==> src/rtl/mem_access_ctrl.sv <==
// Memory access controller: owns MDDR and sequences loads/stores through SETUP/ACCESS/DONE.
// Optional build macro MACC_ACK_EN ends ACCESS on mem_ack (with timeout) instead of a fixed wait count.
module mem_access_ctrl #(
    parameter int ADDR_W      = 12,
    parameter int WAIT_CYCLES = 1,
    parameter int ACK_TIMEOUT = 15
) (
    input  logic              clock,
    input  logic              reset,
    input  logic              req_valid,
    input  logic              req_write,
    input  logic [ADDR_W-1:0] req_addr,
    input  logic [15:0]       A_bus,
    input  logic              clr,
    output logic              req_ready,
    output logic [ADDR_W-1:0] mem_addr,
    output logic [15:0]       mem_wdata,
    input  logic [15:0]       mem_rdata,
    output logic              mem_re,
    output logic              mem_we,
    input  logic              mem_ack,
    output logic [15:0]       MDDR,
    output logic              done,
    output logic              err
);

    localparam int CNT_W = 8;

    typedef enum logic [1:0] {
        ST_IDLE   = 2'd0,
        ST_SETUP  = 2'd1,
        ST_ACCESS = 2'd2,
        ST_DONE   = 2'd3
    } state_t;

    state_t              state_q, state_d;
    logic [CNT_W-1:0]    cnt_q, cnt_d;
    logic [15:0]         mddr_q, mddr_d;
    logic [ADDR_W-1:0]   addr_q, addr_d;
    logic                write_q, write_d;
    logic                re_q, re_d;
    logic                we_q, we_d;
    logic                done_q, done_d;
    logic                err_q, err_d;
    logic                access_last_s;
    logic                timeout_s;
    logic [CNT_W-1:0]    cnt_load_s;
    logic [CNT_W-1:0]    cnt_step_s;
    logic                unused_s;

`ifdef MACC_ACK_EN
    // Counter holds the number of the current ACCESS cycle, starting at 1.
    assign timeout_s     = !mem_ack && (cnt_q == CNT_W'(ACK_TIMEOUT));
    assign access_last_s = mem_ack || timeout_s;
    assign cnt_load_s    = CNT_W'(1);
    assign cnt_step_s    = cnt_q + CNT_W'(1);
    assign unused_s      = (WAIT_CYCLES == 0);
`else
    assign timeout_s     = 1'b0;
    assign access_last_s = (cnt_q == CNT_W'(0));
    assign cnt_load_s    = CNT_W'(WAIT_CYCLES);
    assign cnt_step_s    = cnt_q - CNT_W'(1);
    assign unused_s      = mem_ack ^ (ACK_TIMEOUT == 0);
`endif

    assign req_ready = (state_q == ST_IDLE) && !clr && !reset;
    assign mem_addr  = addr_q;
    assign mem_wdata = mddr_q;
    assign mem_re    = re_q;
    assign mem_we    = we_q;
    assign MDDR      = mddr_q;
    assign done      = done_q;
    assign err       = err_q;

    // State and datapath registers with synchronous reset.
    always_ff @(posedge clock) begin
        if (reset) begin
            state_q <= ST_IDLE;
            cnt_q   <= '0;
            mddr_q  <= 16'h0000;
            addr_q  <= '0;
            write_q <= 1'b0;
            re_q    <= 1'b0;
            we_q    <= 1'b0;
            done_q  <= 1'b0;
            err_q   <= 1'b0;
        end else begin
            state_q <= state_d;
            cnt_q   <= cnt_d;
            mddr_q  <= mddr_d;
            addr_q  <= addr_d;
            write_q <= write_d;
            re_q    <= re_d;
            we_q    <= we_d;
            done_q  <= done_d;
            err_q   <= err_d;
        end
    end

    // Next-state logic.
    always_comb begin
        state_d = state_q;
        case (state_q)
            ST_IDLE: begin
                if (!clr && req_valid) begin
                    state_d = ST_SETUP;
                end else begin
                    state_d = ST_IDLE;
                end
            end
            ST_SETUP:  state_d = ST_ACCESS;
            ST_ACCESS: begin
                if (access_last_s) begin
                    state_d = ST_DONE;
                end else begin
                    state_d = ST_ACCESS;
                end
            end
            ST_DONE:   state_d = ST_IDLE;
            default:   state_d = ST_IDLE;
        endcase
    end

    // Next values of the registered outputs, MDDR and the wait counter.
    always_comb begin
        cnt_d   = cnt_q;
        mddr_d  = mddr_q;
        addr_d  = addr_q;
        write_d = write_q;
        re_d    = re_q;
        we_d    = we_q;
        done_d  = 1'b0;
        err_d   = 1'b0;
        case (state_q)
            ST_IDLE: begin
                // clr wins over a pending request.
                if (clr) begin
                    mddr_d = 16'h0000;
                end else if (req_valid) begin
                    addr_d  = req_addr;
                    write_d = req_write;
                    if (req_write) begin
                        mddr_d = A_bus;
                    end else begin
                        mddr_d = mddr_q;
                    end
                end else begin
                    mddr_d = mddr_q;
                end
            end
            ST_SETUP: begin
                cnt_d = cnt_load_s;
                re_d  = !write_q;
                we_d  = write_q;
            end
            ST_ACCESS: begin
                if (access_last_s) begin
                    re_d   = 1'b0;
                    we_d   = 1'b0;
                    done_d = 1'b1;
                    err_d  = timeout_s;
                    if (!write_q && !timeout_s) begin
                        mddr_d = mem_rdata;
                    end else begin
                        mddr_d = mddr_q;
                    end
                end else begin
                    cnt_d = cnt_step_s;
                end
            end
            ST_DONE: begin
                cnt_d = '0;
            end
            default: begin
                re_d = 1'b0;
                we_d = 1'b0;
            end
        endcase
    end

endmodule

==> config.mk <==
export PLATFORM = sky130hd
export DESIGN_NAME = mem_access_ctrl
export DESIGN_NICKNAME = d
export VERILOG_FILES = /design/src/rtl/mem_access_ctrl.sv
export SDC_FILE = /design/constraint.sdc
export NUM_CORES = 1
export LEC_CHECK = 0
export ABC_AREA = 0
export ABC_CLOCK_PERIOD_IN_PS = 3050
export CAP_MARGIN = 20
export CORE_MARGIN = 10
export CORE_UTILIZATION = 33
export CTS_CLUSTER_SIZE = 12
export DETAILED_ROUTE_END_ITERATION = 8
export PLACE_DENSITY = 0.68
export SYNTH_ARGS = -nofsm -noshare
export SYNTH_HDL_FRONTEND = slang
export SYNTH_SLANG_ARGS = --single-unit
==> constraint.sdc <==
create_clock -name clock -period 3.05 [get_ports clock]
set_input_delay 0.305 -clock clock [delete_from_list [all_inputs] [get_ports clock]]
set_output_delay 0.305 -clock clock [all_outputs]
set_load 0.005 [all_outputs]
==> metrics.yaml <==
hold_start: "mem_addr[0]$_SDFFE_PP0P_"
viasPerCell: 4.88
synth_xor_area_frac: 0.0132
nets: 362
cts.sinks: 42
vias: 1859
track_usage: 0.118
timing.fmax_mhz: 428
avgSynthCellArea_um2: 8.68
rsz0062_at_grt: "false"
wl_met2_um: 2780
setup_ws_ps: 715
grt_pass1_wl_um: 9570
die_y_um: 97.6
critPathCaptureType: "flip-flop"
cp_num_buf_inv: 1
holdBufCountCts: 0
grt_max_degree: 36
area_growth_pct: 48.5
regToRegSetupSlack_ps: 710
setup_viol: 0
fillers: 550
die_area_um2: 9530
wl_met3_um: 430
mostFrequentLayoutCells: "clkdlybuf4s50_1 (96), dfxtp_1 (42), a21oi_1 (32)"
ir_worst_vdd_mv: 0.173
synthMuxAreaShare: 0.0101
period_share: 0.766
antennaDiodeCount: 0
whs_path_depth: 2
antenna_found_initial: 0
ys_async_sr_fraction: 0
cts_buffers: 5
dp_hpwl_um: 4330
cts-root-buf: "clkbuf_8"
r2r.worst_path.cells: 5
clock_latency_ps: 290
grt-ovfl-total: 0
design_area_um2: 2950
start_util: 0.338
final_util: 0.501
synth-compound-area-share: 0.251
cp.arrival_ps: 2470
num_rows: 28
cts_setup_buffers: 0
ys_ff_latch: 42
synthAdderAreaFrac: 0.0378
required_ps: 3180
p_leak_nw: 1.07
synth_edf_count: 0
coreArea_um2: 5890
synth_warnings: 0
tritoncts: "built"
synth_cell_types: 36
ios: 99
tightest_slew_ps: 628
tns_ps: 0
cts-resized-gates: 0
grt_pass1_vias: 1887
clock_path_buffers: 2
slew_headroom: 0.581
portBuffers: 96
drtIter0Drc: 62
layout-drive-gt1-share: 0.0458
cp_top_family: "simple AND/OR/NAND/NOR gates"
cpPeakStageDelay_ps: 580
path_class: "reg2reg"
syn_area_um2: 1990
drt-met1-wl_um: 2570
die_w_um: 97.6
drtPass1Iterations: 4
crit_chain: "or4_4 > o32ai_4 > buf_4 > and2_1 > a211oi_1"
slew_violations: 0
ant_nets: 0
min_to: "mem_addr[0]$_SDFFE_PP0P_"
place_congestion: 0.790
place_ws_ps: 714
powerDensity_nw_per_um2: 482
synth_fp_nets: 285
crit_path_start_kind: "flip-flop"
highest_layer: "met4"
finalClockSkew_ps: 5.56
cts_max_level: 2
cap_violations: 0
min_path_type: "reg2reg"
wl_per_cell_um: 15.3
reg2reg_to: "MDDR[12]$_SDFFE_PP0P_"
layout_commonest_cell: "clkdlybuf4s50_1"
path_max_fanout: 17
clkSlewWorstSetupHoldPaths_ps: 80
drt-total-wl_um: 5830
synthCells: 229
hold_viol_final: 0
synth_ff_type: "dfxtp_1"
placed_area_um2: 2870
synth-seq-area-share: 0.423
drcViolationCount: 0
timing.rr.start: "cnt_q[5]$_SDFFE_PP0P_"
synth_top_family_by_area: "compound AO/OA/AOI/OAI gates"
synthSimpleGateAreaFrac: 0.145
fin_crit_ps: 2340
crit_path_top_delay_cell: "or4_4"
status: "finished clean"
-- flip-flops by register name, indices dropped and copies added (netlist names) --
signal / count
write_q: 1
cnt_q: 8
done: 1
state_q: 2
mem_re: 1
mem_we: 1
mem_addr: 12
MDDR: 16
-- worst min-delay path: stages, from the launching register on --
cell and delay (ps):
dfxtp_1 310, nand2_1 50, a21oi_1 50
-- metrics by stage --
stage	hold slack (ps)	power (mW)	cells
6_report	454	1.42	381
5_1_grt	475	1.51	381
4_1_cts	458	1.45	381
3_5_place_dp	447	1.11	374
3_3_place_gp	442	1.10	374
2_1_floorplan	438	0.906	229
-- kinds of logic after synthesis --
family,count (synthesis)
buffers and inverters,38
AOI/OAI and AO/OA,75
muxes,2
adders and majority gates,6
and+or+nand+nor,62
DFF,42
xor gates and xnor gates,3
other,1
-- Yosys cell counts, types with 2 or more instances --
| master | count | share of area |
|---|---|---|
| a211oi_1 | 17 | 0.064 |
| a21oi_1 | 32 | 0.081 |
| a22oi_1 | 16 | 0.060 |
| and2_1 | 2 | 0.0063 |
| buf_4 | 17 | 0.064 |
| buf_6 | 2 | 0.011 |
| clkbuf_1 | 10 | 0.019 |
| dfxtp_1 | 42 | 0.42 |
| ha_1 | 6 | 0.038 |
| inv_1 | 7 | 0.013 |
| mux2i_1 | 2 | 0.010 |
| nand2_1 | 31 | 0.059 |
| nand3b_1 | 2 | 0.0075 |
| nor2_1 | 15 | 0.028 |
| nor2b_1 | 2 | 0.0063 |
| nor3b_1 | 2 | 0.0075 |
| nor4_1 | 2 | 0.0063 |
| o211ai_1 | 2 | 0.0075 |
| o21ai_0 | 2 | 0.0050 |
| xor2_1 | 2 | 0.0088 |
-- final cells by class --
class | instances | area, µm² | share of cell area
Timing Repair Buffer | 101 | 998 | 0.338
Inverter | 7 | 26.3 | 0.00890
Clock inverter | 2 | 10.0 | 0.00339
Multi-Input combinational cell | 149 | 913 | 0.309
Tap cell | 75 | 93.8 | 0.0318
Clock buffer | 5 | 68.8 | 0.0233
Sequential cell | 42 | 841 | 0.285
-- layer usage --
metal	track usage	vias up
met5	0	-
met4	0.0302	0
met3	0.0427	5
met2	0.190	70
met1	0.144	841
li1	-	943
-- report_power, final --
| group | switching (mW) | total, mW | internal (mW) |
|---|---|---|---|
| combinational | 0.186 | 0.447 | 0.261 |
| clock | 0.177 | 0.331 | 0.154 |
| sequential | 0.0424 | 0.646 | 0.603 |
-- worst max path at each step --
stage | from | endpoint | slack [ps] | cells after the start
6_report | cnt_q[5]$_SDFFE_PP0P_ | MDDR[12]$_SDFFE_PP0P_ | 710 | 5
2_1_floorplan | state_q[0]$_SDFF_PP0_ | MDDR[10]$_SDFFE_PP0P_ | 1100 | 9
3_3_place_gp | cnt_q[5]$_SDFFE_PP0P_ | MDDR[15]$_SDFFE_PP0P_ | 800 | 5
4_1_cts | cnt_q[5]$_SDFFE_PP0P_ | MDDR[12]$_SDFFE_PP0P_ | 690 | 5
5_1_grt | cnt_q[0]$_SDFFE_PP0P_ | MDDR[12]$_SDFFE_PP0P_ | 600 | 7
3_5_place_dp | cnt_q[5]$_SDFFE_PP0P_ | MDDR[12]$_SDFFE_PP0P_ | 710 | 5
(Power assumes the default switching activity.)
